--- config.mk ---
export PLATFORM = sky130hd
export DESIGN_NAME = maxpool_9bit_seq
export DESIGN_NICKNAME = d
export VERILOG_FILES = /design/src/rtl/maxpool_9bit_seq.sv
export SDC_FILE = /design/constraint.sdc
export NUM_CORES = 1
export LEC_CHECK = 0
export CAP_MARGIN = 20
export CORE_ASPECT_RATIO = 1.4
export CORE_MARGIN = 4
export CORE_UTILIZATION = 59
export DETAILED_ROUTE_END_ITERATION = 8
export PLACE_DENSITY_LB_ADDON = 0.12
export SYNTH_ARGS = -nofsm -noshare
export SYNTH_HDL_FRONTEND = slang
export SYNTH_SLANG_ARGS = --single-unit
--- constraint.sdc ---
create_clock -name clk -period 5.6 [get_ports clk]
set_input_delay 0.56 -clock clk [delete_from_list [all_inputs] [get_ports clk]]
set_output_delay 0.56 -clock clk [all_outputs]
set_load 0.01 [all_outputs]
--- src/rtl/maxpool_9bit_seq.sv ---
// ----------------------------------------------------------------------------
// maxpool_9bit_seq
//   Folds a window of cfg_len sign-magnitude values through one shared max
//   comparator, one value per accepted beat, and presents the window maximum
//   on a valid/ready result port. Sits between the PE/activation output
//   stream and the pooling write-back.
//
//   Data format: bit 8 = sign (1 = negative), bits 7:0 = magnitude.
//   Any non-negative value outranks any negative one, so +0 > -0.
//
// Ports
//   clk        rising-edge clock
//   rst        asynchronous, active-high reset
//   start      request to begin a window, honoured only in IDLE
//   cfg_len    window length (1..MAX_LEN), captured on an accepted start
//   abort      drops the current window and returns to IDLE
//   busy       high while a window is accumulating or waiting to be read
//   cfg_err    one-cycle pulse when a start is rejected for a bad cfg_len
//   in_data    sign-magnitude operand
//   in_valid   in_data valid
//   in_ready   operand accepted (high only while accumulating)
//   out_data   window maximum, held until taken
//   out_valid  result available
//   out_ready  downstream takes out_data
// ----------------------------------------------------------------------------
module maxpool_9bit_seq #(
    parameter int MAX_LEN = 64,
    parameter int LEN_W   = $clog2(MAX_LEN + 1)
) (
    input  logic             clk,
    input  logic             rst,
    input  logic             start,
    input  logic [LEN_W-1:0] cfg_len,
    input  logic             abort,
    output logic             busy,
    output logic             cfg_err,
    input  logic [8:0]       in_data,
    input  logic             in_valid,
    output logic             in_ready,
    output logic [8:0]       out_data,
    output logic             out_valid,
    input  logic             out_ready
);

    typedef enum logic [1:0] {
        IDLE  = 2'd0,
        ACCUM = 2'd1,
        OUT   = 2'd2
    } state_t;

    localparam logic [LEN_W-1:0] MAX_LEN_C = LEN_W'(MAX_LEN);
    localparam logic [LEN_W-1:0] ONE_C     = LEN_W'(1);

    state_t           state;
    logic [8:0]       acc;
    logic [LEN_W-1:0] cnt;
    logic [LEN_W-1:0] len;

    logic             beat;
    logic             len_ok;
    logic [8:0]       folded;

    // Sign-magnitude maximum; on a tie both operands are bit-identical.
    function automatic logic [8:0] sm_max(input logic [8:0] a, input logic [8:0] b);
        if (a[8] != b[8])
            return a[8] ? b : a;
        else if (!a[8])
            return (a[7:0] >= b[7:0]) ? a : b;
        else
            return (a[7:0] <= b[7:0]) ? a : b;
    endfunction

    assign beat   = in_valid && in_ready;
    assign len_ok = (cfg_len != '0) && (cfg_len <= MAX_LEN_C);
    // The first beat of a window seeds the accumulator instead of comparing
    // against whatever acc held before.
    assign folded = (cnt == '0) ? in_data : sm_max(acc, in_data);

    // NOTE: every register here uses <= so all of them update from the same
    // pre-edge values; mixing in blocking writes would make order matter.
    always_ff @(posedge clk or posedge rst) begin
        if (rst) begin
            state     <= IDLE;
            acc       <= '0;
            cnt       <= '0;
            len       <= '0;
            out_data  <= '0;
            out_valid <= 1'b0;
            in_ready  <= 1'b0;
            busy      <= 1'b0;
            cfg_err   <= 1'b0;
        end else begin
            cfg_err <= 1'b0;
            case (state)
                IDLE: begin
                    if (start) begin
                        if (len_ok) begin
                            len      <= cfg_len;
                            cnt      <= '0;
                            state    <= ACCUM;
                            in_ready <= 1'b1;
                            busy     <= 1'b1;
                        end else begin
                            cfg_err <= 1'b1;
                        end
                    end
                end

                ACCUM: begin
                    if (abort) begin
                        state    <= IDLE;
                        in_ready <= 1'b0;
                        busy     <= 1'b0;
                        acc      <= '0;
                        cnt      <= '0;
                    end else if (beat) begin
                        cnt <= cnt + ONE_C;
                        if (cnt == len - ONE_C) begin
                            out_data  <= folded;
                            out_valid <= 1'b1;
                            in_ready  <= 1'b0;
                            state     <= OUT;
                        end else begin
                            acc <= folded;
                        end
                    end
                end

                OUT: begin
                    // abort outranks a handshake in the same cycle; either
                    // way the result is released and the window is closed.
                    if (abort || out_ready) begin
                        state     <= IDLE;
                        out_valid <= 1'b0;
                        busy      <= 1'b0;
                        acc       <= '0;
                        cnt       <= '0;
                    end
                end

                default: begin
                    state     <= IDLE;
                    out_valid <= 1'b0;
                    in_ready  <= 1'b0;
                    busy      <= 1'b0;
                end
            endcase
        end
    end

endmodule

==> results_dict.tcl <==
set metrics [dict create \
    status "completed" \
    die_area_um2 5370 \
    layout.nets 335 \
    synth-main-ff-cell "dfrtp_1" \
    via_per_inst 6.19 \
    ys_seq_elements 38 \
    sequentialPowerShare_pct 37.6 \
    die_w_um 63.1 \
    fin_crit_sh_pct 49.4 \
    antenna_found_initial 0 \
    setup_viol 0 \
    p_switching_mw 0.323 \
    yosys.area.top_type_share_pct 37.9 \
    antenna_left 0 \
    htreeDepth 2 \
    max-slew-margin-rel_pct 56.6 \
    cap_viol_max_count 0 \
    cp.arrival_ps 2960 \
    drive_gt1_share_pct 11.9 \
    overflow 0 \
    synth-edff-count 0 \
    post_cts.repair.setup_buffers 0 \
    synth_largest_area_cell "dfrtp_1" \
    finalPower_mw 0.960 \
    rsz0062_at_grt "false" \
    power_frac_comb_pct 33.1 \
    final_max_slew_viol_count 0 \
    grt_pass1_wl_um 10200 \
    synth_cell_types 57 \
    period_needed_ps 2770 \
    synth_common_cells "38 x dfrtp_1, 25 x o21ai_0, 24 x inv_1" \
    leakage_nw 1.30 \
    clk_pin_slew_ps 80 \
    hpwlAfterDp_um 4230 \
    syn_inst 268 \
    dp_slack_ps 2600 \
    worst_slew_pin_slew_ps 647 \
    synth.most_common_cell "dfrtp_1" \
    root_buffer "clkbuf_8" \
    cp_data_required_time_ps 5790 \
    die_y_um 85.2 \
    ir_worst_vdd_mv 0.202 \
    finalHoldViolations 0 \
    syn_area_per_cell_um2 9.36 \
    clkLatencyLatePin_ps 300 \
    cts_sinks 38 \
    synthTopCellsByArea "dfrtp_1 38%, ha_1 6.0%, o21ai_0 5.0%" \
    cts-buffers-inserted 5 \
    cts_tree "built" \
    min_path_type "register to register" \
    grt.total_usage_pct 23.7 \
    postCtsHoldBufs 0 \
    drtIter0Drc 101 \
    critPathKind "register to register" \
    clk_path_buf_depth 2 \
    grt_pass1_vias 2189 \
    synthArstFlopShare_pct 100 \
    area_growth_pct 19.2 \
    max_clock_freq_mhz 362 \
    yosysSeqAreaShare_pct 37.9 \
    drt-pass1-iter-count 4 \
    cp-end-kind "register" \
    fin_tns_setup_ps 0 \
    setup_slack_ps 2830 \
    initial_core_util_pct 62.4 \
    final_util_pct 74.4 \
    wire_per_inst_um 17.0 \
    ios 35 \
    power_density_nw_per_um2 321 \
    synth_fp_nets 302 \
    p_clk_share_pct 29.3 \
    skew_ps 9.86 \
    rows 27 \
    num_vias 2136 \
    switching_share_pct 33.6 \
    yosysWarningCount 0 \
    cts_resized 0 \
    grt_max_degree 39 \
    synth_area_um2 2510 \
    port_buffers 34 \
    route.detailed.drc 0 \
    crit_path_max_fanout 11 \
    wirelength_um 5850 \
    antenna_cells 0 \
    start_kind "register" \
    p_int_mw 0.637 \
    routabilityCongestion 0.837 \
    core_um2 4020 \
]
-- cells by family (layout without fill, tap and decap cells) --
logic type	count (synthesis)	in the layout	share of synthesized area, %
AO/OA/AOI/OAI	89	89	25.1
AND/OR/NAND/NOR	69	69	14.5
flip-flops	38	38	37.9
buffers and inverters	35	69	6.53
multiplexers	17	17	7.18
adder cells (fa/ha/maj)	12	12	5.98
XOR/XNOR	8	8	2.79
-- flip-flops by register name, indices dropped and copies added (netlist names) --
| signal | flops |
|---|---|
| out_valid | 1 |
| state | 2 |
| acc | 9 |
| in_ready | 1 |
| len | 7 |
| out_data | 9 |
| busy | 1 |
| cnt | 7 |
| cfg_err | 1 |
-- path summary, 6_finish.rpt --
path                        start     endpoint  slack, ps  cells after the start
max in group asynchronous     rst  out_data[0]       4580                      3
max reg2reg                len[0]  out_data[2]       2830                      8
max                        len[0]  out_data[2]       2830                      8
min reg2reg                  busy         busy        520                      2
min                          busy         busy        520                      2
min in group asynchronous     rst  out_data[5]        680                      3
-- placed cells by master (no fill, tap or decap), drive strengths merged, types with 4 or more instances in the layout --
master and instances:
mux2i 9, clkbuf 5, o31ai 11, a31oi 8, nand2 24, o32ai 8, o211ai 9, nand4 4
a21oi 16, o21ai 27, nor2 12, mux2 8, nand3 6, ha 12, clkdlybuf4s50 34, dfrtp 38
inv 24, xnor2 5
-- power by group through the flow --
| stage | registers [mW] | clock network (mW) | logic (mW) |
|---|---|---|---|
| CTS | 0.361 | 0.285 | 0.317 |
| floorplan | 0.356 | 0 | 0.233 |
| finish | 0.361 | 0.281 | 0.318 |
| global route | 0.367 | 0.296 | 0.358 |
| global placement | 0.364 | 0 | 0.306 |
| detailed placement | 0.365 | 0 | 0.315 |
-- layer usage --
layer / routed length (um) / track usage, %
met1: 2320 / 27.0
met2: 3180 / 42.9
met3: 256 / 4.11
met4: 95 / 10.0
met5: 0 / 0
-- layout make-up --
| class | instances | area [um2] |
|---|---|---|
| sequential | 38 | 951 |
| inverter | 24 | 90.1 |
| tap | 43 | 53.8 |
| fill | 319 | 1030 |
| timing repair buffer | 37 | 363 |
| clock buffer | 5 | 68.8 |
| clock inverter | 3 | 68.8 |
| multi-input combinational | 195 | 1390 |
-- worst max-delay path: stages (launching register included) --
cell and delay [ps]:
dfrtp_1 460, inv_1 70, ha_1 260, or2b_2 320, a311oi_1 410, o2111ai_1 180, buf_4 210, or2_1 420
o31ai_1 330
-- stage by stage --
stage / cells / hold slack [ps] / instance area [um2]
2_1_floorplan: 268 / 479 / 2510
3_3_place_gp: 336 / 498 / 2840
3_5_place_dp: 336 / 505 / 2840
4_1_cts: 344 / 527 / 2980
5_1_grt: 345 / 538 / 2990
6_report: 345 / 521 / 2990
No activity file was read; power rests on OpenSTA's default activity.
